===== config.mk =====
export PLATFORM = sky130hd
export DESIGN_NAME = cordic_atan2
export DESIGN_NICKNAME = d
export VERILOG_FILES = /design/src/rtl/cordic_atan2.sv
export SDC_FILE = /design/constraint.sdc
export NUM_CORES = 2
export LEC_CHECK = 0
export BUFFER_PORTS_ARGS = -buffer_cell sky130_fd_sc_hd__clkbuf_2
export CORE_UTILIZATION = 26
export CTS_BUF_LIST = sky130_fd_sc_hd__clkbuf_2
export CTS_CLUSTER_DIAMETER = 40
export DETAILED_ROUTE_END_ITERATION = 7
export GPL_TIMING_DRIVEN = 0
export SYNTH_ARGS = -nofsm -noshare
export SYNTH_HDL_FRONTEND = slang
export SYNTH_SLANG_ARGS = --single-unit
export TNS_END_PERCENT = 10

===== constraint.sdc =====
create_clock -name clk -period 8.59 [get_ports clk]
set_clock_uncertainty 0.1 [all_clocks]
set_input_delay 0.859 -clock clk [delete_from_list [all_inputs] [get_ports clk]]
set_output_delay 0.859 -clock clk [all_outputs]
set_load 0.02 [all_outputs]

===== src/rtl/cordic_atan2.sv =====
// Iterative vectoring-mode CORDIC: converts a signed (x, y) pair into an unsigned
// phase in degrees Q.EXPAND_BIT and a gain-compensated magnitude. ITERATIONS: 8..EXPAND_BIT.
module cordic_atan2 #(
    parameter int DATA_WIDTH = 32,
    parameter int EXPAND_BIT = 16,
    parameter int ITERATIONS = 16
) (
    input  logic                  clk,
    input  logic                  rst_n,
    input  logic                  in_valid,
    output logic                  in_ready,
    input  logic [DATA_WIDTH-1:0] x_in,
    input  logic [DATA_WIDTH-1:0] y_in,
    output logic                  out_valid,
    output logic [DATA_WIDTH-1:0] phase,
    output logic [DATA_WIDTH-1:0] magnitude
);

    // Two guard bits cover the CORDIC gain (< 2.33) and negating the most negative input.
    localparam int IW = DATA_WIDTH + 2;
    localparam int CW = $clog2(ITERATIONS + 1);

    localparam logic signed [IW-1:0] DEG180 = IW'(64'sd180 <<< EXPAND_BIT);
    localparam logic signed [IW-1:0] DEG360 = IW'(64'sd360 <<< EXPAND_BIT);
    localparam logic signed [63:0]   K_FACTOR = ((64'sd39797 <<< EXPAND_BIT) + 64'sd32768) >>> 16;

    typedef enum logic [2:0] {
        IDLE,
        PREROT,
        ITER,
        SCALE,
        DONE
    } state_t;

    state_t                 state;
    logic signed [IW-1:0]   x_reg;
    logic signed [IW-1:0]   y_reg;
    logic signed [IW-1:0]   z_reg;
    logic [CW-1:0]          iter;
    logic                   y_zero;
    logic signed [63:0]     x_wide;
    logic [DATA_WIDTH-1:0]  phase_wrapped;

    // Arctangent table in Q16 degrees, rescaled with rounding to EXPAND_BIT.
    function automatic logic signed [IW-1:0] atan_lut(input logic [CW-1:0] idx);
        longint q16;
        case (int'(idx))
            0:       q16 = 64'sd2949120;
            1:       q16 = 64'sd1740967;
            2:       q16 = 64'sd919879;
            3:       q16 = 64'sd466945;
            4:       q16 = 64'sd234379;
            5:       q16 = 64'sd117304;
            6:       q16 = 64'sd58666;
            7:       q16 = 64'sd29335;
            8:       q16 = 64'sd14668;
            9:       q16 = 64'sd7334;
            10:      q16 = 64'sd3667;
            11:      q16 = 64'sd1833;
            12:      q16 = 64'sd917;
            13:      q16 = 64'sd458;
            14:      q16 = 64'sd229;
            15:      q16 = 64'sd115;
            default: q16 = 64'sd0;
        endcase
        atan_lut = IW'(((q16 <<< EXPAND_BIT) + 64'sd32768) >>> 16);
    endfunction

    always_comb begin
        x_wide = {{(64-IW){x_reg[IW-1]}}, x_reg};
    end

    always_comb begin
        phase_wrapped = DATA_WIDTH'(z_reg);
        if (z_reg < 0) begin
            phase_wrapped = DATA_WIDTH'(z_reg + DEG360);
        end else if (z_reg >= DEG360) begin
            phase_wrapped = DATA_WIDTH'(z_reg - DEG360);
        end
    end

    // Inputs on the x axis (y == 0) keep the pre-rotation angle, so 0 and 180 degrees
    // come out exact and the origin reports phase 0; x still iterates for the magnitude.
    always_ff @(posedge clk or negedge rst_n) begin
        if (!rst_n) begin
            state     <= IDLE;
            in_ready  <= 1'b1;
            out_valid <= 1'b0;
            phase     <= '0;
            magnitude <= '0;
            x_reg     <= '0;
            y_reg     <= '0;
            z_reg     <= '0;
            iter      <= '0;
            y_zero    <= 1'b0;
        end else begin
            out_valid <= 1'b0;
            case (state)
                IDLE: begin
                    if (in_valid) begin
                        x_reg    <= {{2{x_in[DATA_WIDTH-1]}}, x_in};
                        y_reg    <= {{2{y_in[DATA_WIDTH-1]}}, y_in};
                        y_zero   <= (y_in == '0);
                        in_ready <= 1'b0;
                        state    <= PREROT;
                    end
                end
                PREROT: begin
                    if (x_reg[IW-1]) begin
                        x_reg <= -x_reg;
                        y_reg <= -y_reg;
                        z_reg <= DEG180;
                    end else begin
                        z_reg <= '0;
                    end
                    iter  <= '0;
                    state <= ITER;
                end
                ITER: begin
                    if (!y_reg[IW-1]) begin
                        x_reg <= x_reg + (y_reg >>> iter);
                        y_reg <= y_reg - (x_reg >>> iter);
                        if (!y_zero) begin
                            z_reg <= z_reg + atan_lut(iter);
                        end
                    end else begin
                        x_reg <= x_reg - (y_reg >>> iter);
                        y_reg <= y_reg + (x_reg >>> iter);
                        if (!y_zero) begin
                            z_reg <= z_reg - atan_lut(iter);
                        end
                    end
                    if (iter == CW'(ITERATIONS - 1)) begin
                        state <= SCALE;
                    end else begin
                        iter <= iter + CW'(1);
                    end
                end
                SCALE: begin
                    magnitude <= DATA_WIDTH'((x_wide * K_FACTOR) >>> EXPAND_BIT);
                    phase     <= phase_wrapped;
                    out_valid <= 1'b1;
                    state     <= DONE;
                end
                DONE: begin
                    in_ready <= 1'b1;
                    state    <= IDLE;
                end
                default: begin
                    in_ready <= 1'b1;
                    state    <= IDLE;
                end
            endcase
        end
    end

endmodule

==> run_results.csv <==
group,metric,value,unit
outcome,outcome,"complete, but fails checks",
outcome,violations,"design-rule violations, max-capacitance violations, max-slew violations, negative setup slack",
timing,timing.fmax,116.0,MHz
logic_synthesis,synth.net_count,4416,
setup_path,path_buf_inv,8,
floorplanning,io_pins,133,
logic_synthesis,synth_fa_ha_area_share,30.10,%
timing,slew-limit-headroom,-0.7408,%
setup_path,startpoint_type,"flop",
logic_synthesis,syn_avg_cell_area,8.777,um^2
logic_synthesis,ys_ff_latch,177,
timing,setup_viol,1,
run,maxCapViolations,1,
routing,wl_met2,61610,um
clock_network,ctsLongestPathBuffers,2,
setup_path,worst_path_most_repeated_cell,"clkbuf_1",
routing,wl_met1,57960,um
routing,drc,2,
logic_synthesis,synth_simple_gate_area_share,13.67,%
clock_network,clock_sinks,177,
routing,wl_met3,12210,um
timing,period_share,100.4,%
timing,period_needed,8.624,ns
final_layout,stdcell_area,36420,um^2
grt,grt_pass1_wl,202700,um
placed_design,io_buffers,132,
grt,grt_max_degree,96,
logic_synthesis,synth_compound_area_share,17.98,%
hold_path,hold_class,"input port to flop",
logic_synthesis,synth_xor_area_share,5.914,%
clock_network,cts_root_buf,"clkbuf_2",
logic_synthesis,synth_mux_area_share,9.736,%
logic_synthesis,synth-main-ff-cell,"dfrtp_1",
timing,rsz0062_at_grt,"yes",
placed_design,place_ws,0.3090,ns
final_layout,final_cells,5602,
setup_path,critPathArrivalTime,9.77,ns
clock_network,clkTransAtPathRegs,0.43,ns
clock_network,insertion_delay,1.31,ns
placed_design,place_inst,5494,
floorplanning,core_area,124100,um^2
clock_network,cts_tree,"yes",
routing,num_vias,30790,
grt,grtUsageTotal,21.68,%
setup_path,slowest_stage,"buf_1",
routing,drt_iter0_markers,3631,
routing,vias_per_cell,5.495,
grt,grt.overflow.total,0,
floorplanning,start_util,26.32,%
grt,grt_pass1_vias,29750,
floorplanning,die_h,356.5,um
logic_synthesis,synth_top_area_share,16.24,%
timing,fin_ws,-0.03392,ns
timing,drv_slew,11,
logic_synthesis,synth_warnings,0,
logic_synthesis,synth_largest_area_cell,"fa_1",
logic_synthesis,synth_edf_count,0,
routing,wl,138800,um
setup_path,crit_family,"buffers and inverters",
logic_synthesis,synth_top_family_by_area,"adder cells",
placed_design,placed_area,35460,um^2
logic_synthesis,postSynthCellCount,3722,
timing,tightest_slew,1.511,ns
logic_synthesis,synth.area.top_cells,"fa_1 (16%), ha_1 (14%), dfrtp_1 (13%)",
clock_network,cts_buffers,17,
routing,dr.pass1.iters,8,
routing,dr.max_layer_used,"met5",
grt,antenna_found_initial,9,
setup_path,cp_slowest_stage_delay,0.85,ns
setup_path,crit_fanout,10,
setup_path,crit_type,"flop to flop",
setup_path,worstPathCellList,"clkbuf_1, buf_6, clkbuf_1, buf_1, buf_6, clkbuf_1, clkbuf_1, clkbuf_1, nand2_1, o31a_1, o21ai_0, ha_1, a31oi_1, a21boi_0, o22ai_1, o21ai_0, a31oi_1, a21oi_1, or4b_2, nand3_1",
routing,antenna_left,0,
final_layout,nets,4637,
logic_synthesis,ys_types,105,
logic_synthesis,synthArstFlopShare,100.0,%
final_layout,drive_gt1_share,9.985,%
final_layout,area_growth,11.50,%
setup_path,crit_required,9.73,ns
placed_design,dp_hpwl,110900,um
setup_path,endpoint_kind,"flop",
floorplanning,num_rows,129,
routing,detail_route.wl_per_cell,24.78,um
logic_synthesis,synth_seq_area_share,13.56,%
floorplanning,die_w,356.5,um
final_layout,final_core_util,29.35,%
placed_design,gp_congestion,1.045,
timing,hold_violations,0,
floorplanning,dieArea,127100,um^2
logic_synthesis,synth_area,32670,um^2
clock_network,htreeDepth,4,
-- final timing paths --
path	slack (ns)	end	start	depth (start not counted)
max in group asynchronous	6.67	y_reg[33]	rst_n	4
hold reg to reg	0.41	in_ready	in_ready	2
setup / recovery	-0.03	x_reg[32]	iter[4]	20
hold / removal	0.28	y_reg[8]	y_in[8]	4
setup reg to reg	-0.03	x_reg[32]	iter[4]	20
min in group asynchronous	0.65	x_reg[2]	rst_n	3
-- Yosys cell counts (27+ instances only) --
| cell | number |
|---|---|
| fa_1 | 265 |
| a221oi_1 | 39 |
| xnor2_1 | 132 |
| mux4_2 | 83 |
| nand3_1 | 81 |
| nand2_1 | 321 |
| mux2i_1 | 64 |
| nand4_1 | 27 |
| clkbuf_1 | 127 |
| a211oi_1 | 31 |
| mux2_2 | 34 |
| a31oi_1 | 42 |
| and2_1 | 29 |
| o21ai_0 | 202 |
| o22ai_1 | 44 |
| a21oi_1 | 195 |
| o21a_1 | 29 |
| nor2_1 | 202 |
| inv_1 | 495 |
| o211ai_1 | 33 |
| nor3_1 | 63 |
| a21o_1 | 78 |
| and3_1 | 38 |
| ha_1 | 362 |
| dfrtp_1 | 176 |
| xor2_1 | 86 |
-- logic make-up (layout without fill, tap and decap cells) --
kind of cell / count (synthesis) / in the layout
simple gates: 923 / 923
compound gates: 888 / 888
buf+inv: 696 / 930
fa+ha+maj: 627 / 627
xor+xnor: 219 / 219
mux: 192 / 192
flops: 177 / 177
other cells: 0 / 9
-- cells in the final DEF, fill, tap and decap left out, types with 16 or more instances in the layout --
master,count
nor3_1,63
o21ai_0,202
mux2i_1,64
clkbuf_2,151
o21a_1,29
a21oi_1,195
a221oi_1,39
nand3_1,81
ha_1,362
nand2b_1,16
dlygate4sd3_1,68
nor2_1,201
or3_1,26
fa_1,265
o22ai_1,44
a211oi_1,30
nor4_1,26
xor2_1,86
mux2_2,34
xnor2_1,132
o211ai_1,33
a31oi_1,42
and3_1,38
inv_1,495
buf_6,19
nand4_1,27
o31ai_1,24
nand2_1,321
mux4_2,83
and2_1,29
clkbuf_1,126
nor2b_1,24
a21o_1,78
dfrtp_1,176
buf_2,17
-- layer usage --
metal	vias to the layer above	global-route usage, %
li1	13590	-
met2	1608	33.56
met3	258	4.450
met4	8	10.53
met5	-	0
met1	15320	28.66
-- layout make-up --
type | instances | area [um^2]
fillers | 13250 | 87700
multi-input cells | 2849 | 25300
flip-flops and latches | 177 | 4431
well taps | 1637 | 2048
inverters | 497 | 1866
repair buffers | 203 | 1408
plain buffers | 198 | 1082
clock inverters | 15 | 183.9
clock buffers | 17 | 85.08
diodes | 9 | 22.52
-- repair_timing --
action | 4_1_cts | 5_1_grt
hold buffers | 68 | 0
hold endpoints to repair | 153 | 0
resized for setup | 0 | 1
setup buffers | 0 | 0
endpoints found under the setup margin | 0 | 9
-- per-stage QoR --
step | hold WS (ns) | TNS, ns
final | 0.2794 | -0.03392
after global routing | 0.2358 | -0.2250
after CTS | 0.1563 | 0
after global placement | 0.3608 | 0
after floorplan | 0.3850 | 0
after detailed placement | 0.3647 | 0
-- tightest hold or removal path, delay by kind of cell --
family,cells,cell delay (ns)
AO/OA/AOI/OAI,2,0.20
buffers and inverters,2,0.63
Power is not shown: default switching activity piles up to over one toggle a cycle in this logic, so the estimate is an artifact.
